### config.mk
export PLATFORM = sky130hd
export DESIGN_NAME = fetch_stage
export DESIGN_NICKNAME = d
export VERILOG_FILES = /design/src/rtl/fetch_stage.sv
export SDC_FILE = /design/constraint.sdc
export NUM_CORES = 1
export LEC_CHECK = 0
export ABC_AREA = 1
export ABC_CLOCK_PERIOD_IN_PS = 3400
export BUFFER_PORTS_ARGS = -buffer_cell sky130_fd_sc_hd__buf_2
export CORE_ASPECT_RATIO = 1.2
export CORE_MARGIN = 2
export CORE_UTILIZATION = 45
export CTS_CLUSTER_SIZE = 8
export DETAILED_ROUTE_END_ITERATION = 10
export PLACE_DENSITY_LB_ADDON = 0.15
export SLEW_MARGIN = 20
export SYNTH_ARGS = -nofsm -noshare
export SYNTH_HDL_FRONTEND = slang
export SYNTH_SLANG_ARGS = --single-unit
### constraint.sdc
create_clock -name CLK -period 3.4 [get_ports CLK]
set_clock_uncertainty 0.15 [all_clocks]
set_input_delay 0.17 -clock CLK [delete_from_list [all_inputs] [get_ports CLK]]
set_output_delay 0.17 -clock CLK [all_outputs]
set_load 0.02 [all_outputs]
### src/rtl/fetch_stage.sv
// rtl/fetch_stage.sv - instruction-fetch stage: PC owner, icache request, fetch->decode latch
//
// Purpose:
//   Holds the program counter, issues instruction reads to the icache, applies
//   redirects from the branch/prediction unit and writes the fetch->decode latch.
//
// Ports:
//   CLK, nRST          clock (rising edge) and asynchronous active-low reset
//   stall              hold PC and fd latch
//   halt               HALT decoded; stop fetching
//   misc_npc_en        override next PC with misc_npc on a hit
//   misc_npc           redirect / predicted target
//   cancel_fetch       word currently being fetched is wrong-path
//   squash             instruction in the fd latch is wrong-path
//   branch_taken       prediction for the current PC
//   ihit, imemload     icache response
//   imemREN, imemaddr  icache request
//   npc_default        pc + 4, fed back to the branch unit
//   fd_*               fetch->decode latch contents

module fetch_stage #(
  parameter logic [31:0] RESET_PC = 32'h0000_0000
) (
  input  logic        CLK,
  input  logic        nRST,
  input  logic        stall,
  input  logic        halt,
  input  logic        misc_npc_en,
  input  logic [31:0] misc_npc,
  input  logic        cancel_fetch,
  input  logic        squash,
  input  logic        branch_taken,
  input  logic        ihit,
  input  logic [31:0] imemload,
  output logic        imemREN,
  output logic [31:0] imemaddr,
  output logic [31:0] npc_default,
  output logic        fd_valid,
  output logic [31:0] fd_instruction,
  output logic [31:0] fd_instr_npc,
  output logic        fd_branch_taken
);

  typedef enum logic [1:0] {
    S_FETCH         = 2'd0,
    S_REDIRECT_WAIT = 2'd1,
    S_HALTED        = 2'd2
  } state_t;

  state_t      r_state;
  logic [31:0] r_pc;
  logic [31:0] r_pend_npc;
  logic        r_fd_valid;
  logic [31:0] r_fd_instruction;
  logic [31:0] r_fd_instr_npc;
  logic        r_fd_branch_taken;

  state_t      w_state_next;
  logic [31:0] w_pc_next;
  logic [31:0] w_pend_next;
  logic [31:0] w_pc_plus4;
  logic        w_fd_load;
  logic        w_fd_clear;

  assign w_pc_plus4 = r_pc + 32'd4;

  always_comb begin
    w_state_next = r_state;
    w_pc_next    = r_pc;
    w_pend_next  = r_pend_npc;
    w_fd_load    = 1'b0;
    w_fd_clear   = 1'b0;
    case (r_state)
      S_FETCH: begin
        if (halt && !squash) begin
          w_state_next = S_HALTED;
          w_fd_clear   = 1'b1;
        end else if (cancel_fetch && ihit) begin
          w_pc_next  = misc_npc;
          w_fd_clear = !stall;
        end else if (cancel_fetch) begin
          // The icache cannot abort the outstanding read, so park the target
          // and keep imemaddr stable until the hit arrives.
          w_pend_next  = misc_npc;
          w_state_next = S_REDIRECT_WAIT;
          w_fd_clear   = !stall;
        end else if (ihit && !stall) begin
          w_fd_load = 1'b1;
          w_pc_next = misc_npc_en ? misc_npc : w_pc_plus4;
        end
      end
      S_REDIRECT_WAIT: begin
        // halt is ignored here: anything decoded now is wrong-path.
        w_fd_clear = !stall;
        if (cancel_fetch) begin
          w_pend_next = misc_npc;
        end
        if (ihit) begin
          // The returned word belongs to the cancelled path and is dropped.
          w_pc_next    = cancel_fetch ? misc_npc : r_pend_npc;
          w_state_next = S_FETCH;
        end
      end
      S_HALTED: begin
        w_fd_clear = 1'b1;
      end
      default: begin
        w_state_next = S_FETCH;
        w_fd_clear   = 1'b1;
      end
    endcase
  end

  always_ff @(posedge CLK or negedge nRST) begin
    if (!nRST) begin
      r_state    <= S_FETCH;
      r_pc       <= RESET_PC;
      r_pend_npc <= 32'd0;
    end else begin
      r_state    <= w_state_next;
      r_pc       <= w_pc_next;
      r_pend_npc <= w_pend_next;
    end
  end

  // squash wins over every other fd rule, including stall.
  always_ff @(posedge CLK or negedge nRST) begin
    if (!nRST) begin
      r_fd_valid        <= 1'b0;
      r_fd_instruction  <= 32'd0;
      r_fd_instr_npc    <= 32'd0;
      r_fd_branch_taken <= 1'b0;
    end else if (squash || w_fd_clear) begin
      r_fd_valid        <= 1'b0;
      r_fd_instruction  <= 32'd0;
      r_fd_instr_npc    <= 32'd0;
      r_fd_branch_taken <= 1'b0;
    end else if (w_fd_load) begin
      r_fd_valid        <= 1'b1;
      r_fd_instruction  <= imemload;
      r_fd_instr_npc    <= w_pc_plus4;
      r_fd_branch_taken <= branch_taken;
    end
  end

  assign imemREN         = (r_state != S_HALTED);
  assign imemaddr        = r_pc;
  assign npc_default     = w_pc_plus4;
  assign fd_valid        = r_fd_valid;
  assign fd_instruction  = r_fd_instruction;
  assign fd_instr_npc    = r_fd_instr_npc;
  assign fd_branch_taken = r_fd_branch_taken;

endmodule

==> impl_results.md, run 1 <==
- Outcome: finished clean
- Initial Utilization: 0.4566
- GPL Wtd Cong: approximately 0.9
- Hold Fails Final Rpt: 0
- Worst skew pair latency: 0.42 ns
- Req. time, crit path: 3.08 ns
- Setup ws final: between 0.7 and 0.8 ns
- Crit-path max FO: 4
- Detailed Route WL: 21860 um
- Placed instance count: 1353
- Routed len/inst: 15.05 um
- YS warnings: 0
- Final Non-Filler Cells: 1453
- Area Overhead vs Synth: 35.34%
- Post-DP HPWL: about 15000 um
- Grt ovf: 0
- CTS tree: built
- Fraction of layout cells with a size suffix above 1: 0.2185
- Input/output buffers: 203
- Period utilisation layout: 0.7752
- Largest net degree at the start of global routing: between 80 and 90
- Initial antenna violation count: 0
- DRC viols: 0
- Max-cap check violation count: 0
- Fin crit period: about 2.6 ns
- Seq/Total Area, Yosys: 0.4682
- Row count: 50
- Vias/cell: 4.892
- Commonest non-fill, non-tap cell in the layout: nand2_1
- Netlist Area Pre-Place: 7056 um2
- Largest stage delay, worst path: 0.44 ns
- Total power: 6.789 mW
- Syn_nets: 1057
- Final slew viol count: 0
- Gr usage total: 0.2660
- Final setup viols: 0
- Core area: 15450 um2
- Worst-Margin Slew: ~0.92 ns
- Synth Register Bits: between 100 and 150
- Critical Path Most Common Cell: nand2_1
- Setup TNS: 0 ns
- Iteration-0 DRC Markers: 525
- P_leak: approximately 5.3 nW
- Min-Delay Path Class: in2reg
- DP Worst Slack: 1.203 ns
- Die Ht: ~140 um
- Crit path DAT: 2.32 ns
- Number of CTS-inserted buffers: 17
- Die Wd: about 120 um
- FMAX: about 380 MHz
- Clk sinks: ~130
- First-pass GRT wire length: 35220 um
- Setup Buffers After CTS: 0
- CP cell instances: ha_1 > nand2_1 > nor2_1 > nand2_1 > nor2_4 > xor2_1 > buf_2
- Clk slew on worst S/H paths: 0.06 ns
- CP max stage cell: dfrtp_1
- Hold Worst Slack: 0.02608 ns
- Slew HR: 0.3857
- Synth Area per Inst: 7.178 um2
- Crit Path Class: reg2out
- Post-Syn Instances: 983
- Startpoint Class: register
- Max Root-Sink Buffers: 2
- First-pass DRT Iterations: 5
- RSZ-0062 raised after global routing: false
- Maximum vdd drop: 0.3580 mV
- Yosys cell types: 29
- IO Pins: 204
- Fillers: about 1500
- Routed via count: 7108
- Most frequent cells in the layout: nand2_1 (408), buf_2 (202), dfrtp_1 (132)
- Nets: 1306
- Vias in the first global route: about 6800
- Clock root buffer: clkbuf_16
- Power Density: 710.9 nW/um2
- Setup crit end kind: primary output
- Post-DRT Antenna Nets: 0
- DIE AREA: 16700 um2
- H-tree depth: 4
- # diodes: 0
==> registers in the layout (all words and copies together) (netlist names) <==
name,count
r_state,2
fd_valid,1
fd_branch_taken,1
r_pend_npc,32
fd_instr_npc,32
imemaddr,32
fd_instruction,32
==> layer usage <==
| layer | wire length (um) | up-vias | part of all wire | GRT usage |
|---|---|---|---|---|
| met2 | 10410 | 252 | 0.48 | 0.4372 |
| met3 | 1347 | 35 | 0.062 | 0.04612 |
| met1 | 9601 | 3240 | 0.44 | 0.3537 |
| met4 | 504 | 0 | 0.023 | 0.09765 |
| met5 | 0 | - | 0 | 0 |
| li1 | - | 3581 | - | - |
==> worst max-delay path, delay by kind of cell (launching register included) <==
family                     cells  cell delay, ns
xor gates and xnor gates       1            0.41
DFF                            1            0.44
adders and majority gates      1            0.25
and+or+nand+nor                4            0.54
buffers and inverters          1            0.26
==> logic make-up (layout without fill, tap and decap cells) <==
logic type | Yosys count | in the layout | share of synthesized area
buffers and inverters | 118 | 380 | 0.07093
and+or+nand+nor | 601 | 601 | 0.3495
DFF | 132 | 132 | 0.4682
adders and majority gates | 1 | 1 | 0.001773
AOI/OAI and AO/OA | 116 | 116 | 0.08565
xor gates and xnor gates | 15 | 15 | 0.02394
==> synthesized netlist by cell type <==
| cell | count | share of area |
|---|---|---|
| nand2_1 | 408 | 0.22 |
| dfrtp_1 | 132 | 0.47 |
| nor2_1 | 86 | 0.046 |
| nand3_1 | 83 | 0.059 |
| o21ai_0 | 81 | 0.057 |
| inv_1 | 62 | 0.033 |
| buf_2 | 25 | 0.018 |
| a21oi_1 | 23 | 0.016 |
| clkbuf_1 | 19 | 0.010 |
| buf_4 | 7 | 0.0074 |
| nor2_4 | 7 | 0.011 |
| xor2_1 | 7 | 0.0087 |
| and2_1 | 5 | 0.0044 |
| nand3b_1 | 5 | 0.0053 |
| xor2_2 | 5 | 0.012 |
| nor2_2 | 4 | 0.0035 |
| o21ai_1 | 4 | 0.0028 |
| inv_2 | 3 | 0.0016 |
| o211ai_1 | 3 | 0.0032 |
| xnor2_1 | 3 | 0.0037 |
| a21oi_2 | 2 | 0.0025 |
| nand2_2 | 2 | 0.0018 |
| a211oi_1 | 1 | 0.0011 |
| a41o_1 | 1 | 0.0014 |
| buf_1 | 1 | 0.00053 |
| clkinv_1 | 1 | 0.00053 |
| ha_1 | 1 | 0.0018 |
| nand2_4 | 1 | 0.0016 |
| o22ai_1 | 1 | 0.00089 |
==> stage by stage <==
step,instance area (um2),utilization
6_report,9549,0.6180
5_1_grt,9549,0.6180
4_1_cts,9549,0.6180
3_5_place_dp,8220,0.5320
3_3_place_gp,8220,0.5320
2_1_floorplan,7056,-
==> power by group <==
part | total, mW | internal (mW) | switching, mW
sequential | 2.28 | 1.93 | 0.346
combinational | 2.51 | 0.790 | 1.72
clock | 2.00 | 1.28 | 0.722
total | 6.79 | 4.00 | 2.79
==> cell type report <==
cell class / instances / area (um2) / area share
Clock inverter: 13 / 195.2 / 0.02044
Tap cell: 208 / 260.3 / 0.02725
Multi-Input combinational cell: 733 / 3279 / 0.3434
Timing Repair Buffer: 282 / 1810 / 0.1896
Inverter: 66 / 247.7 / 0.02594
Sequential cell: 132 / 3303 / 0.3459
Clock buffer: 19 / 452.9 / 0.04743
==> path summary, 6_finish.rpt <==
check	startpoint	to	slack [ns]	cells past startpoint
worst max-delay path	imemaddr[3]$_DFFE_PN0P_	npc_default[16]	0.76	7
worst min-delay path	misc_npc[6]	imemaddr[6]$_DFFE_PN0P_	0.03	5
worst max register to register	r_state[0]$_DFFE_PN0P_	fd_instruction[26]$_DFFE_PN0P_	1.13	8
worst min register to register	fd_valid$_DFFE_PN0P_	fd_valid$_DFFE_PN0P_	0.33	2
max in group asynchronous	nRST	fd_instruction[9]$_DFFE_PN0P_	2.14	3
min in group asynchronous	nRST	fd_instruction[1]$_DFFE_PN0P_	0.20	2
==> timing repair <==
action | 4_1_cts | 5_1_grt
endpoints found under the hold margin | 164 | 0
gates resized for setup | 0 | 0
hold buffers | 68 | 0
No activity file was read; power rests on OpenSTA's default activity.
==> run 2: changes to the inputs <==
--- a/config.mk
+++ b/config.mk
@@ -6,7 +6,7 @@
 export NUM_CORES = 1
 export LEC_CHECK = 0
 export ABC_AREA = 1
-export ABC_CLOCK_PERIOD_IN_PS = 3400
+export ABC_CLOCK_PERIOD_IN_PS = 2700
 export BUFFER_PORTS_ARGS = -buffer_cell sky130_fd_sc_hd__buf_2
 export CORE_ASPECT_RATIO = 1.2
 export CORE_MARGIN = 2
==> constraint.sdc (replaced) <==
create_clock -name CLK -period 2.7 [get_ports CLK]
set_clock_uncertainty 0.15 [all_clocks]
set_input_delay 0.135 -clock CLK [delete_from_list [all_inputs] [get_ports CLK]]
set_output_delay 0.135 -clock CLK [all_outputs]
set_load 0.02 [all_outputs]
==> impl_results.md, run 2 (same netlist as run 1, synthesis figures left out) <==
- Worst-Margin Slew: 0.6861 ns (-0.2297 ns)
- # diodes: 0 (unchanged)
- Startpoint Class: register
- Post-DRT Antenna Nets: 0 (unchanged)
- Setup ws final: 0.2234 ns (-0.5409 ns)
- DP Worst Slack: 0.6376 ns (-0.5657 ns)
- CP cell instances: ha_1 > nand2_1 > nor2_1 > nand2_2 > nor2_2 > xor2_1 > buf_2
- Slew HR: 0.5426 (+0.1569)
- Detailed Route WL: 22050 um (+0.85%)
- Vias in the first global route: 6852 (+0.22%)
- Gr usage total: 0.2710 (+0.004943)
- Outcome: finished clean
- Fin crit period: 2.477 ns
- Final slew viol count: 0 (unchanged)
- Area Overhead vs Synth: 34.94%
- Clk slew on worst S/H paths: 0.06 ns (about the same)
- Worst hold start: squash
- Post-layout util: 0.6161 (-0.001863)
- Crit-path leading delay family: simple AND/OR/NAND/NOR gates
- Nets: 1310 (+0.31%)
- Initial antenna violation count: 0 (unchanged)
- Min-Delay Path Class: in2reg
- Die Wd: 118.3 um (unchanged)
- Die Ht: 141.2 um (unchanged)
- Crit-path max FO: 5 (+1)
- CP max stage cell: dfrtp_1
- Final Non-Filler Cells: 1457 (+0.28%)
- Fraction of layout cells with a size suffix above 1: 0.2202 (+0.001702)
- Req. time, crit path: 2.41 ns (-0.67 ns)
- Row count: 50 (unchanged)
- Maximum vdd drop: 0.3614 mV (+0.95%)
- Hold Fails Final Rpt: 0 (unchanged)
- Vias/cell: 4.994 (+2.1%)
- Post-cts gate resize count: 0 (unchanged)
- Worst skew pair latency: 0.43 ns (about the same)
- Most frequent cells in the layout: nand2_1 (408), buf_2 (202), dfrtp_1 (132)
- Initial Utilization: 0.4566 (unchanged)
- Routed via count: 7276 (+2.4%)
- Final setup viols: 0 (unchanged)
- Max Root-Sink Buffers: 2 (unchanged)
- Crit path DAT: 2.19 ns (-0.13 ns)
- Worst R2R Setup Slack: 0.58 ns (-0.55 ns)
- FF-to-FF Start: r_state[0]$_DFFE_PN0P_
- Max-cap check violation count: 0 (unchanged)
- Sum of buffers and inverters on the critical path: 1 (unchanged)
- Reg2Reg Capture Point: fd_instr_npc[16]$_DFFE_PN0P_
- First-pass GRT wire length: 36020 um (+2.3%)
- Hold Path End: fd_valid$_DFFE_PN0P_
- Routed len/inst: 15.13 um (+0.57%)
- Clock root buffer: clkbuf_16
- First-pass DRT Iterations: 5 (unchanged)
- Setup TNS: 0 ns (unchanged)
- Post-CTS Hold Fix Bufs: 69 (+1.5%)
- Input/output buffers: 203 (unchanged)
- Core area: 15450 um2 (unchanged)
- GPL Wtd Cong: 0.9248 (+2.2%)
- H-tree depth: 4 (unchanged)
- Period utilisation layout: 0.9173
- Power Density: 867.5 nW/um2 (+22%)
- Largest stage delay, worst path: 0.41 ns (-0.03 ns)
- Largest net degree at the start of global routing: 72 (-11%)
- DRC viols: 0 (unchanged)
- P_leak: 5.239 nW (-0.55%)
- Number of CTS-inserted buffers: 17 (unchanged)
- Iteration-0 DRC Markers: 597 (+14%)
- Clk sinks: 132 (unchanged)
- Setup crit end kind: primary output
- Hold path depth: 4 (-1)
- Setup Buffers After CTS: 0 (unchanged)
- Post-DP HPWL: 15180 um (+0.70%)
- Fillers: 1421 (-3.3%)
- Crit Path Class: reg2out
- Commonest non-fill, non-tap cell in the layout: nand2_1
- FMAX: 403.8 MHz
- R2r worst-path depth: 8 (unchanged)
- DIE AREA: 16700 um2 (unchanged)
- CTS tree: built
- Grt ovf: 0 (unchanged)
- Total power: 8.259 mW (+22%)
- IO Pins: 204 (unchanged)
- Placed instance count: 1356 (+0.22%)
- RSZ-0062 raised after global routing: false
run 2: cell types whose count changed in the layout (fill, tap and decap cells not counted), sizes merged:
cell / previous run / this run
clkinvlp: 0 / 6
buf: 214 / 217
bufinv: 4 / 1
inv: 69 / 66
dlygate4sd3: 68 / 69
run 2: report_power, final:
part	internal (mW)	total (mW)	switching, mW
clock network	1.30	2.19	0.881
logic	1.01	3.20	2.19
registers	2.43	2.87	0.437
total	4.75	8.26	3.51
run 2: stage by stage:
step,hold WS (ns),cell area [um2]
finish,0.03481,9520
CTS,0.007932,9520
detailed placement,0.04701,8268
floorplan,-0.3106,7056
global route,0.05089,9520
global placement,0.05052,8268
run 2: area by class of cell:
cell class / instances / area (um2) / share of cell area
Clock buffer: 19 / 452.9 / 0.04758
Timing Repair Buffer: 286 / 1868 / 0.1962
Clock inverter: 13 / 108.9 / 0.01143
Tap cell: 208 / 260.3 / 0.02734
Inverter: 66 / 247.7 / 0.02602
Multi-Input combinational cell: 733 / 3279 / 0.3445
Sequential cell: 132 / 3303 / 0.3470
run 2: worst max-delay path by stage:
stage / startpoint / end / slack (ns) / cells after the start
floorplan: imemaddr[2]$_DFFE_PN0P_ / imemaddr[14]$_DFFE_PN0P_ / 0.64 / 10
global placement: r_state[0]$_DFFE_PN0P_ / fd_instr_npc[21]$_DFFE_PN0P_ / 0.67 / 8
detailed placement: r_state[0]$_DFFE_PN0P_ / fd_instruction[12]$_DFFE_PN0P_ / 0.64 / 8
CTS: imemaddr[2]$_DFFE_PN0P_ / npc_default[14] / 0.22 / 7
global route: imemaddr[2]$_DFFE_PN0P_ / npc_default[22] / 0.09 / 9
finish: imemaddr[2]$_DFFE_PN0P_ / npc_default[14] / 0.22 / 7
run 2: per-layer routing:
metal  global-route usage  up-vias  part of all wire
met5                    0        -                 0
met4               0.1008        0             0.020
met3              0.04450       32             0.059
met2               0.4287      250              0.47
met1               0.3760     3407              0.45
li1                     -     3587                 -
run 2: worst reg2reg max path, stage by stage (launching register included):
cell and delay [ns]:
dfrtp_1 0.40, nor2_2 0.16, inv_2 0.05, nor2_2 0.15, nand2_1 0.13, a21oi_4 0.48, buf_12 0.31, nand3_1 0.14
nand2_1 0.09
==> run 3: changes to the inputs <==
--- a/config.mk
+++ b/config.mk
@@ -8,11 +8,12 @@
 export ABC_AREA = 1
 export ABC_CLOCK_PERIOD_IN_PS = 2700
 export BUFFER_PORTS_ARGS = -buffer_cell sky130_fd_sc_hd__buf_2
-export CORE_ASPECT_RATIO = 1.2
+export CORE_ASPECT_RATIO = 0.8
 export CORE_MARGIN = 2
 export CORE_UTILIZATION = 45
 export CTS_CLUSTER_SIZE = 8
 export DETAILED_ROUTE_END_ITERATION = 10
+export GPL_ROUTABILITY_DRIVEN = 0
 export PLACE_DENSITY_LB_ADDON = 0.15
 export SLEW_MARGIN = 20
 export SYNTH_ARGS = -nofsm -noshare
==> impl_results.md, run 3 (same netlist as run 1, synthesis figures left out) <==
- Hold Fails Final Rpt: 0 (unchanged)
- Input/output buffers: 203 (unchanged)
- Routed via count: 7276 (unchanged)
- Post-DRT Antenna Nets: 0 (unchanged)
- Total power: 8.361 mW (+1.2%)
- Post-DP HPWL: 15960 um (+5.1%)
- Setup crit end kind: primary output
- Initial antenna violation count: 0 (unchanged)
- Power Density: 866.7 nW/um2 (about the same)
- Fraction of layout cells with a size suffix above 1: 0.2192 (-0.0009545)
- Largest net degree at the start of global routing: 67 (-6.9%)
- # diodes: 0 (unchanged)
- Req. time, crit path: 2.41 ns (about the same)
- Setup TNS: 0 ns (unchanged)
- Worst-Margin Slew: 0.6857 ns (-0.0003513 ns)
- Most frequent cells in the layout: nand2_1 (408), buf_2 (202), dfrtp_1 (132)
- Grt ovf: 0 (unchanged)
- CP Capture Point: npc_default[12]
- Worst R2R Setup Slack: 0.44 ns (-0.14 ns)
- Crit Path Class: reg2out
- Reg2Reg Capture Point: fd_branch_taken$_DFFE_PN0P_
- Setup ws final: 0.2606 ns (+0.03724 ns)
- Post-cts gate resize count: 0 (unchanged)
- Max-cap check violation count: 0 (unchanged)
- H-tree depth: 4 (unchanged)
- Fin crit period: 2.439 ns (-0.03723 ns)
- CTS tree: built
- Vias in the first global route: 6838 (-0.20%)
- Placed Area: 8300 um2 (+0.39%)
- Period utilisation layout: 0.9035 (-0.01379)
- Commonest non-fill, non-tap cell in the layout: nand2_1
- R2r worst-path depth: 8 (unchanged)
- P_leak: 5.280 nW (+0.78%)
- Gr usage total: 0.2805 (+0.009532)
- DP Worst Slack: 0.6998 ns (+0.06213 ns)
- Routed len/inst: 15.64 um (+3.4%)
- Worst skew pair latency: 0.42 ns (about the same)
- Finished Cell Area: 9647 um2 (+1.3%)
- Clk slew on worst S/H paths: 0.06 ns (about the same)
- Clk sinks: 132 (unchanged)
- Min-Delay Path Class: in2async
- Area Overhead vs Synth: 36.73%
- Initial Utilization: 0.4653 (+0.008665)
- Max Root-Sink Buffers: 2 (unchanged)
- DIE AREA: 16700 um2 (about the same)
- Iteration-0 DRC Markers: 601 (+0.67%)
- Clock root buffer: clkbuf_16
- Maximum vdd drop: 0.4616 mV (+28%)
- RSZ-0062 raised after global routing: false
- Die Wd: 144.0 um (+22%)
- Crit path DAT: 2.15 ns (-0.04 ns)
- Core area: 15160 um2 (-1.9%)
- FMAX: 409.9 MHz (+1.5%)
- Crit-path max FO: 5 (unchanged)
- Final setup viols: 0 (unchanged)
- Nets: 1322 (+0.92%)
- FF-to-FF Start: r_state[0]$_DFFE_PN0P_
- Vias/cell: 4.953 (-0.82%)
- Slew HR: 0.5428 (about the same)
- Final slew viol count: 0 (unchanged)
- Outcome: finished clean
- Number of CTS-inserted buffers: 17 (unchanged)
- First-pass DRT Iterations: 5 (unchanged)
- Startpoint Class: register
- DRC viols: 0 (unchanged)
- Post-CTS Hold Fix Bufs: 77 (+12%)
- First-pass GRT wire length: 35950 um (-0.21%)
- Critical Path Source: imemaddr[2]$_DFFE_PN0P_
- Detailed Route WL: 22980 um (+4.2%)
- Row count: 40 (-20%)
- Setup Buffers After CTS: 0 (unchanged)
- IO Pins: 204 (unchanged)
- Die Ht: 116.0 um (-18%)
## run 3: critical path: stages (launching register included)
cell,delay [ns]
dfrtp_1,0.41
ha_1,0.23
nand3_1,0.13
nor2_1,0.20
nand2_1,0.15
xor2_1,0.32
inv_1,0.13
buf_2,0.18
## run 3: through the flow
stage                     cells  utilization  hold WS, ns
final                      1469       0.6361      0.06601
after global routing       1469       0.6361      0.08781
after CTS                  1469       0.6361      0.07476
after detailed placement   1362       0.5474     -0.04198
after global placement     1362       0.5474     -0.03891
after floorplan             983            -      -0.3106
## run 3: worst min-delay path by stage
| stage | endpoint | slack, ns | depth (start not counted) |
|---|---|---|---|
| 6_report | r_pend_npc[1]$_DFFE_PN0P_ | 0.07 | 2 |
| 5_1_grt | r_pend_npc[0]$_DFFE_PN0P_ | 0.09 | 2 |
| 4_1_cts | r_pend_npc[0]$_DFFE_PN0P_ | 0.07 | 2 |
| 3_5_place_dp | r_pend_npc[0]$_DFFE_PN0P_ | -0.04 | 1 |
| 3_3_place_gp | r_pend_npc[0]$_DFFE_PN0P_ | -0.04 | 1 |
| 2_1_floorplan | fd_branch_taken$_DFFE_PN0P_ | -0.31 | 0 |
## run 3: final cells by class
class / instances / area (um2)
Tap cell: 210 / 262.8
Clock buffer: 21 / 470.5
Sequential cell: 132 / 3303
Multi-Input combinational cell: 733 / 3279
Inverter: 66 / 247.7
Clock inverter: 9 / 105.1
Timing Repair Buffer: 298 / 1978
Fill cell: 1363 / 5518
## run 3: metal layers
| layer | wire (um) | global-route usage | vias up |
|---|---|---|---|
| li1 | - | - | 3618 |
| met1 | 10590 | 0.4028 | 3336 |
| met2 | 9974 | 0.4200 | 280 |
| met3 | 1794 | 0.06322 | 42 |
| met4 | 616 | 0.09935 | 0 |
| met5 | 0 | 0 | - |
## run 3: power breakdown
part | leakage, nW | total [mW] | switching (mW) | internal, mW
clock network | 0.273 | 2.25 | 0.838 | 1.41
logic | 3.25 | 3.25 | 2.24 | 1.01
registers | 1.76 | 2.85 | 0.422 | 2.43
total | 5.28 | 8.36 | 3.50 | 4.86
